**config.mk**
```make
export PLATFORM = sky130hd
export DESIGN_NAME = i2s_stereo_rx
export DESIGN_NICKNAME = d
export VERILOG_FILES = /design/src/rtl/i2s_rx_pkg.sv /design/src/rtl/i2s_clk_gen.sv /design/src/rtl/i2s_stereo_rx.sv
export SDC_FILE = /design/constraint.sdc
export NUM_CORES = 1
export LEC_CHECK = 0
export CAP_MARGIN = 25
export CORE_MARGIN = 2
export CORE_UTILIZATION = 51
export DETAILED_ROUTE_END_ITERATION = 7
export PLACE_DENSITY = 0.84
export SYNTH_ARGS = -nofsm -noshare
export SYNTH_HDL_FRONTEND = slang
export SYNTH_SLANG_ARGS = --single-unit
```
**constraint.sdc**
```tcl
create_clock -name clk -period 6.31 [get_ports clk]
set_clock_uncertainty 0.2 [all_clocks]
set_input_delay 1.5775 -clock clk [delete_from_list [all_inputs] [get_ports clk]]
set_output_delay 1.5775 -clock clk [all_outputs]
set_load 0.005 [all_outputs]
```
**src/rtl/i2s_rx_pkg.sv**
```systemverilog
// Shared constants and helpers for the I2S stereo receiver.
//   SLOT_BITS  : sck periods per channel slot
//   FRAME_BITS : sck periods per stereo frame
//   BIT_CNT_W  : width of the frame bit counter
//   slot_e     : word-select encoding (0 = left, 1 = right)
//   sat_signed : clamps a signed value to the range of a given bit width
package i2s_rx_pkg;

  localparam int unsigned SLOT_BITS  = 32;
  localparam int unsigned FRAME_BITS = 64;
  localparam int unsigned BIT_CNT_W  = $clog2(FRAME_BITS);

  typedef enum logic {
    SLOT_LEFT  = 1'b0,
    SLOT_RIGHT = 1'b1
  } slot_e;

  function automatic logic signed [63:0] sat_signed(input logic signed [63:0] v,
                                                    input int unsigned    width);
    logic signed [63:0] hi;
    logic signed [63:0] lo;
    hi = (64'sd1 <<< (width - 1)) - 64'sd1;
    lo = -(64'sd1 <<< (width - 1));
    if (v > hi) begin
      return hi;
    end else if (v < lo) begin
      return lo;
    end
    return v;
  endfunction

endpackage

```
**src/rtl/i2s_clk_gen.sv**
```systemverilog
// I2S master timing: clock divider, bit clock, word select and frame bit counter.
//   clk, reset : system clock, synchronous active-high reset
//   sck        : registered bit clock, toggles every CLK_DIV/2 clk cycles
//   ws         : registered word select, (b >= 32), updated on sck falls
//   bit_cnt    : frame bit counter b (0..63), advances on sck falls
//   rise_stb   : high in the clk cycle whose closing edge drives sck 0->1
//   fall_stb   : high in the clk cycle whose closing edge drives sck 1->0
module i2s_clk_gen
  import i2s_rx_pkg::*;
#(
  parameter int unsigned CLK_DIV = 8
) (
  input  logic                 clk,
  input  logic                 reset,
  output logic                 sck,
  output logic                 ws,
  output logic [BIT_CNT_W-1:0] bit_cnt,
  output logic                 rise_stb,
  output logic                 fall_stb
);

  localparam int unsigned HALF  = CLK_DIV / 2;
  localparam int unsigned DIV_W = (HALF > 1) ? $clog2(HALF) : 1;
  localparam logic [DIV_W-1:0] DIV_LAST = DIV_W'(HALF - 1);

  logic [DIV_W-1:0]     div_cnt;
  logic                 half_done;
  logic [BIT_CNT_W-1:0] bit_next;

  always_comb begin
    half_done = (div_cnt == DIV_LAST);
    rise_stb  = half_done && !sck;
    fall_stb  = half_done && sck;
    bit_next  = bit_cnt + 1'b1;
  end

  always_ff @(posedge clk) begin
    if (reset) begin
      div_cnt <= '0;
      sck     <= 1'b0;
      ws      <= 1'b0;
      bit_cnt <= '0;
    end else begin
      if (half_done) begin
        div_cnt <= '0;
        sck     <= ~sck;
      end else begin
        div_cnt <= div_cnt + 1'b1;
      end
      // ws follows the new count so the 63->0 wrap and the ws fall share one edge
      if (fall_stb) begin
        bit_cnt <= bit_next;
        ws      <= bit_next[BIT_CNT_W-1];
      end
    end
  end

endmodule

```
**src/rtl/i2s_stereo_rx.sv**
```systemverilog
// I2S master receiver for a pair of MEMS microphones sharing one data line.
// Generates sck/ws, deserialises both 32-bit slots (one-bit I2S delay), keeps
// the top DATA_WIDTH bits of each slot and presents time-aligned sample pairs.
//   clk, reset      : system clock, synchronous active-high reset
//   sd              : serial data from the microphones
//   sck, ws         : I2S bit clock and word select (0 = left, 1 = right)
//   left_data_out   : left sample, two's complement
//   right_data_out  : right sample, two's complement
//   sample_valid    : one-clk pulse when a new pair is presented
// Optional build macro I2S_RX_DC_BLOCK_EN adds a first-order DC blocker per
// channel (time constant DC_SHIFT) and delays sample_valid by one clk.
module i2s_stereo_rx
  import i2s_rx_pkg::*;
#(
  parameter int unsigned DATA_WIDTH     = 16,
  parameter int unsigned CLK_DIV        = 8,
  parameter int unsigned STARTUP_FRAMES = 4,
  parameter int unsigned DC_SHIFT       = 10
) (
  input  logic                  clk,
  input  logic                  reset,
  input  logic                  sd,
  output logic                  sck,
  output logic                  ws,
  output logic [DATA_WIDTH-1:0] left_data_out,
  output logic [DATA_WIDTH-1:0] right_data_out,
  output logic                  sample_valid
);

  if (CLK_DIV < 4 || (CLK_DIV % 2) != 0 || DATA_WIDTH < 2 || DATA_WIDTH > SLOT_BITS ||
      (DATA_WIDTH + DC_SHIFT + 1) > 64) begin : g_param_check
    $error("i2s_stereo_rx: unsupported parameter set");
  end

  localparam int unsigned SU_W = (STARTUP_FRAMES > 0) ? $clog2(STARTUP_FRAMES + 1) : 1;
  localparam logic [BIT_CNT_W-1:0] LEFT_LAST_POS  = BIT_CNT_W'(DATA_WIDTH - 1);
  localparam logic [BIT_CNT_W-1:0] RIGHT_LAST_POS = BIT_CNT_W'(SLOT_BITS + DATA_WIDTH - 1);

  logic [BIT_CNT_W-1:0] bit_cnt;
  logic                 rise_stb;
  logic                 fall_stb;

  i2s_clk_gen #(
    .CLK_DIV(CLK_DIV)
  ) u_clk_gen (
    .clk     (clk),
    .reset   (reset),
    .sck     (sck),
    .ws      (ws),
    .bit_cnt (bit_cnt),
    .rise_stb(rise_stb),
    .fall_stb(fall_stb)
  );

  logic [BIT_CNT_W-1:0] pos;
  slot_e                pos_slot;
  logic [4:0]           slot_bit;
  logic                 in_word;
  logic                 left_last;
  logic                 right_last;
  logic [DATA_WIDTH-1:0] left_sr;
  logic [DATA_WIDTH-1:0] right_sr;
  logic [DATA_WIDTH-1:0] left_next;
  logic [DATA_WIDTH-1:0] right_next;
  logic [DATA_WIDTH-1:0] left_hold;
  logic [SU_W-1:0]       startup_cnt;
  logic                  startup_done;
  logic [DATA_WIDTH-1:0] raw_left;
  logic [DATA_WIDTH-1:0] raw_right;
  logic                  raw_valid;

  // One-bit I2S delay: the bit sampled on a rising edge belongs to position b-1.
  always_comb begin
    pos          = bit_cnt - 1'b1;
    pos_slot     = slot_e'(pos[BIT_CNT_W-1]);
    slot_bit     = pos[4:0];
    in_word      = (32'(slot_bit) < DATA_WIDTH);
    left_last    = rise_stb && (pos == LEFT_LAST_POS);
    right_last   = rise_stb && (pos == RIGHT_LAST_POS);
    left_next    = {left_sr[DATA_WIDTH-2:0], sd};
    right_next   = {right_sr[DATA_WIDTH-2:0], sd};
    startup_done = (startup_cnt == SU_W'(STARTUP_FRAMES));
  end

  always_ff @(posedge clk) begin
    if (reset) begin
      left_sr     <= '0;
      right_sr    <= '0;
      left_hold   <= '0;
      startup_cnt <= '0;
      raw_left    <= '0;
      raw_right   <= '0;
      raw_valid   <= 1'b0;
    end else begin
      raw_valid <= 1'b0;
      if (rise_stb && in_word) begin
        if (pos_slot == SLOT_LEFT) begin
          left_sr <= left_next;
        end else begin
          right_sr <= right_next;
        end
      end
      if (left_last) begin
        left_hold <= left_next;
      end
      // Frame completion: present the pair, or burn one mic wake-up frame.
      if (right_last) begin
        if (startup_done) begin
          raw_left  <= left_hold;
          raw_right <= right_next;
          raw_valid <= 1'b1;
        end else begin
          startup_cnt <= startup_cnt + 1'b1;
        end
      end
    end
  end

`ifdef I2S_RX_DC_BLOCK_EN
  localparam int unsigned ACC_W = DATA_WIDTH + DC_SHIFT + 1;

  logic signed [ACC_W-1:0] acc_l;
  logic signed [ACC_W-1:0] acc_r;
  logic signed [ACC_W-1:0] avg_l;
  logic signed [ACC_W-1:0] avg_r;
  logic signed [ACC_W-1:0] diff_l;
  logic signed [ACC_W-1:0] diff_r;
  logic [DATA_WIDTH-1:0]   y_l;
  logic [DATA_WIDTH-1:0]   y_r;

  always_comb begin
    avg_l  = acc_l >>> DC_SHIFT;
    avg_r  = acc_r >>> DC_SHIFT;
    diff_l = ACC_W'(signed'(raw_left)) - avg_l;
    diff_r = ACC_W'(signed'(raw_right)) - avg_r;
    y_l    = DATA_WIDTH'(sat_signed(64'(diff_l), DATA_WIDTH));
    y_r    = DATA_WIDTH'(sat_signed(64'(diff_r), DATA_WIDTH));
  end

  // raw_valid never fires during startup, so the accumulators stay frozen then.
  always_ff @(posedge clk) begin
    if (reset) begin
      acc_l          <= '0;
      acc_r          <= '0;
      left_data_out  <= '0;
      right_data_out <= '0;
      sample_valid   <= 1'b0;
    end else begin
      sample_valid <= raw_valid;
      if (raw_valid) begin
        acc_l          <= acc_l + diff_l;
        acc_r          <= acc_r + diff_r;
        left_data_out  <= y_l;
        right_data_out <= y_r;
      end
    end
  end
`else
  always_comb begin
    left_data_out  = raw_left;
    right_data_out = raw_right;
    sample_valid   = raw_valid;
  end
`endif

endmodule
```
Yosys cells after proc, flatten, opt, wreduce, memory -nomap -nowiden
Index checks and enable logic that the tools add are counted.
- add/subtract/negate cells: 4
- magnitude comparators: 1
- equality and inequality tests: 4
- mux-type cells: 1
- bitwise gates (word level): 4
- reduce and logical (&&, ||, !) cells: 12
- operator list (cell ; count):
    2-bit AND reduction ; 4
    6-bit by 1-bit adder with 6-bit output, second input constant ; 1
    6-bit by 4-bit equality test with 1-bit output, second input constant ; 1
    6-bit equality test, second input constant ; 1
    6-bit by 1-bit subtractor with 6-bit output, second input constant ; 1
    1-bit logical AND ; 5
    5-bit < comparator, second input constant ; 1
    1-bit inverter ; 4
    2-bit OR reduction ; 2
    3-bit by 1-bit adder with 3-bit output, second input constant ; 1
    3-bit equality test, second input constant ; 1
    2-bit by 1-bit adder with 2-bit output, second input constant ; 1
    2-bit equality test, second input constant ; 1
    1-bit logical NOT ; 1
    1-bit two-way mux ; 1
- bits in registers: 92
- bits of input ports: 3
- output and inout port bits: 35
- logic and storage cells: 37

Longest topological paths before layout
- depth after elaboration: 5
- depth in mapped cells: 10
- depth with buffers taken out: 7

By module
Synthesis repeated with hierarchy kept, for this count alone.
- cells, all modules: 364
- area total of the unflattened synthesis: 3749.8 um^2
- modules (own cells, without submodules) (module ; times used ; cells each ; area an instance (um^2)):
    i2s_stereo_rx ; 1 ; 322 ; 3363.2
    i2s_clk_gen ; 1 ; 42 ; 386.6

Worst setup path after synthesis
OpenSTA, ideal clock, no wires.
- kind: in2reg
- start: in reset
- end: reg u_clk_gen.div_cnt[1]
- setup time: 130 ps
- arrival: 2376 ps
- data required time: 5980 ps
- setup slack: 3604 ps
- cell stages on the path: 4
- path buffers: 3
- cells stage by stage: clkbuf_1 clkbuf_1 clkbuf_1 nor3b_1
- longest elaborated chain between the ends: 1
- ends and longest elaborated chain (what ; RTL line ; source):
    start, declared ; i2s_stereo_rx.sv:21 ; input logic reset,
    2-bit OR reduction (no line) ; -- ;
    end signal, assigned ; i2s_clk_gen.sv:48 ; div_cnt <= div_cnt + 1'b1;
    end, declared ; i2s_clk_gen.sv:26 ; logic [DIV_W-1:0] div_cnt;
No other way between the ends.
A chain may end at the register's enable or synchronous reset.

Final worst setup path
- start: reg u_clk_gen.bit_cnt[0]
- end: reg raw_right[1] (netlist: right_data_out[1])
- longest elaborated chain between the ends: 4
- ends and longest elaborated chain (what ; RTL line ; source):
    start, declared ; i2s_clk_gen.sv:17 ; output logic [BIT_CNT_W-1:0] bit_cnt,
    start signal, assigned ; i2s_clk_gen.sv:52 ; bit_cnt <= bit_next;
    6-bit by 1-bit subtractor with 6-bit output ; i2s_stereo_rx.sv:74 ; pos = bit_cnt - 1'b1;
    6-bit equality test ; i2s_stereo_rx.sv:79 ; right_last = rise_stb && (pos == RIGHT_LAST_POS);
    1-bit logical AND ; i2s_stereo_rx.sv:79 ;
    2-bit AND reduction (no line) ; -- ;
    end signal, assigned ; i2s_stereo_rx.sv:110 ; raw_right <= right_next;
    end, declared ; i2s_stereo_rx.sv:69 ; logic [DATA_WIDTH-1:0] raw_right;
No other way between the ends.

==> results.ini <==
[run_status]
status = complete, no violations

[cells_and_area]
mostFrequentLayoutCell = dfxtp_1
fin_cells = 456
final_layout_size_suffix_gt1_share_pct = 7.22
layout.nets = 363
area_growth_pct = 16.7
fillers = 570
diodes = 0
layout_common_cells = dfxtp_1, nand2b_1, mux2i_1, clkdlybuf4s50_1, nor2_1

[critical_path]
critPathCaptureType = flop
crit_buf_inv = 0
path_delay_family = simple AND/OR/NAND/NOR gates
arrival_ns = 3.29
worstPathCellList = or2_4 -> or4_4 -> a21oi_4 -> nand4_4 -> mux2i_1
slowest_delay_ns = 0.72
critical_path_class = flop to flop
regToRegSetupSlack_ns = 3.08
critPathLaunchType = flop
cp_slowest_cell = nand4_4
crit_fanout = 33
required_ns = 6.37

[clock_tree]
htreeDepth = 3
cts_buffer_depth = 2
cts.sinks = 91
holdBufCountCts = 0
clock_latency_ns = 0.35
cts_resized = 0
clk_pin_slew_ns = 0.08
numCtsBuffers = 9
cts_setup_buffers = 0
clock-root-buffer = clkbuf_8
cts_tree = built

[route]
wire_per_inst_um = 12.0
first_pass_iters = 4
routed_wl_mm = 5.48
drc = 0
drtIter0Drc = 53
vias_per_cell = 4.85
vias = 2211
ant_nets = 0

[global_route]
use_met2_pct = 26.5
grt_util_met3_pct = 5.60
grt_overflow = 0
grt_max_degree = 96
antenna_found_initial = 0
first_global_vias = 2102
grt_busiest_layer = met2
gr-usage-all-layers_pct = 15.4
grt_pass1_wl_mm = 9.49
met1_usage_pct = 18.3

[synth]
syn_avg_cell_area_um2 = 11.2
ys_types = 28
ys_seq_area_share_pct = 49.8
synth_fp_nets = 333
ys_ff_latch = 91
yosysWarnings = 0
syn_inst = 325
syn_area_um2 = 3660

[sta]
worst_pin_slew_ns = 0.803
hold_viol = 0
period_needed_ns = 3.23
fmax_mhz = 310
slew_headroom_pct = 46.4
setup_viol = 0
setup_tns_ns = 0
timing.final.crit_share_pct = 51.2
maxSlewViolCount = 0
rsz0062_at_grt = false

[floorplanning]
core_area_um2 = 6870
die_w_um = 88.7
dieHeight_um = 88.7
rows = 30
io_pins = 38
die_area_um2 = 7860
initial_core_util_pct = 53.2

[placed_design]
place.gp.congestion = 0.758
dp_hpwl_mm = 3.53
numPortBuffers = 37
placedCellCount = 440

[run]
timing.max_cap.violations = 0

[pwr]
ir_drop_mv = 0.245
p_per_area_nw_per_um2 = 238
p_leak_nw = 1.89

[min_path]
hp-class = flop to flop

==> layout make-up <==
class	count	area, um2	area share (%)
clock buffer	10	128	2.99
sequential	91	1820	42.7
timing repair buffer	38	373	8.74
clock inverter	6	88.8	2.08
inverter	4	15.0	0.352
tap	96	120	2.82
multi-input combinational	211	1720	40.3
==> state kept, by name (all words and copies together) (netlist names) <==
name / cells
u_clk_gen.div_cnt: 2
left_data_out: 16
right_sr: 15
left_hold: 16
sample_valid: 1
left_sr: 15
startup_cnt: 3
right_data_out: 16
u_clk_gen.bit_cnt: 6
u_clk_gen.sck: 1
==> worst paths after layout <==
kind / from / to / depth (start not counted)
worst max-delay path: u_clk_gen.bit_cnt[0] / right_data_out[1] / 5
worst min-delay path: u_clk_gen.div_cnt[0] / u_clk_gen.div_cnt[0] / 1
worst max register to register: u_clk_gen.bit_cnt[0] / right_data_out[1] / 5
worst min register to register: u_clk_gen.div_cnt[0] / u_clk_gen.div_cnt[0] / 1
==> synth_stat cells <==
library cell  count  area, um2
a21oi_4           1       16.3
and2_1            1       6.26
and3b_1           1       8.76
buf_2             5       25.0
buf_6             3       33.8
clkbuf_1         11       41.3
dfxtp_1          91       1820
ha_1              5       62.6
inv_1             4       15.0
mux2_2            2       22.5
mux2i_1          81        811
nand2_1           3       11.3
nand2b_1         81        507
nand3_1           1       5.00
nand3b_4          1       20.0
nand4_1           3       18.8
nand4_4           1       21.3
nor2_1           12       45.0
nor2b_1           1       6.26
nor3_1            1       5.00
nor3b_1           4       30.0
o31ai_4           1       21.3
or2_1             1       6.26
or2_4             1       8.76
or4_4             1       11.3
or4b_4            1       13.8
xnor2_1           3       26.3
xor2_1            4       35.0
==> power by group <==
group / internal (mW) / total (mW) / switching, mW
clock: 0.224 / 0.416 / 0.192
sequential: 0.576 / 0.577 / 0.00132
combinational: 0.0125 / 0.0222 / 0.00976
total: 0.812 / 1.02 / 0.204
==> worst register-to-register path, delay by kind of cell (launching register included) <==
family             cells  cell delay, ns
AOI/OAI and AO/OA      1            0.65
DFF                    1            0.36
muxes                  1            0.40
and+or+nand+nor        3            1.55
==> per-layer routing <==
| metal | share of wire [%] | vias up |
|---|---|---|
| met5 | 0 | - |
| met1 | 46 | 1034 |
| met2 | 49 | 30 |
| met4 | 1.0 | 0 |
| li1 | - | 1141 |
| met3 | 3.5 | 6 |
==> through the flow <==
step	cell area (um2)	setup slack, ns	power (mW)	hold WS (ns)	util [%]
after floorplan	3660	3.60	0.608	0.204	-
after detailed placement	4050	3.09	0.613	0.223	58.9
after global placement	4050	3.20	0.613	0.212	58.9
final	4270	3.08	1.02	0.232	62.1
after global routing	4270	2.91	1.06	0.269	62.1
after CTS	4270	3.07	1.03	0.235	62.1
==> cells by family (layout without fill, tap and decap cells) <==
family,after synthesis,count (layout),synth area share (%)
multiplexers,83,83,22.8
adder cells (fa/ha/maj),5,5,1.71
XOR/XNOR,7,7,1.68
AND/OR/NAND/NOR,114,114,19.8
AO/OA/AOI/OAI,2,2,1.03
buffers and inverters,23,58,3.15
flip-flops,91,91,49.8
Power figures use the tool's default switching activity.
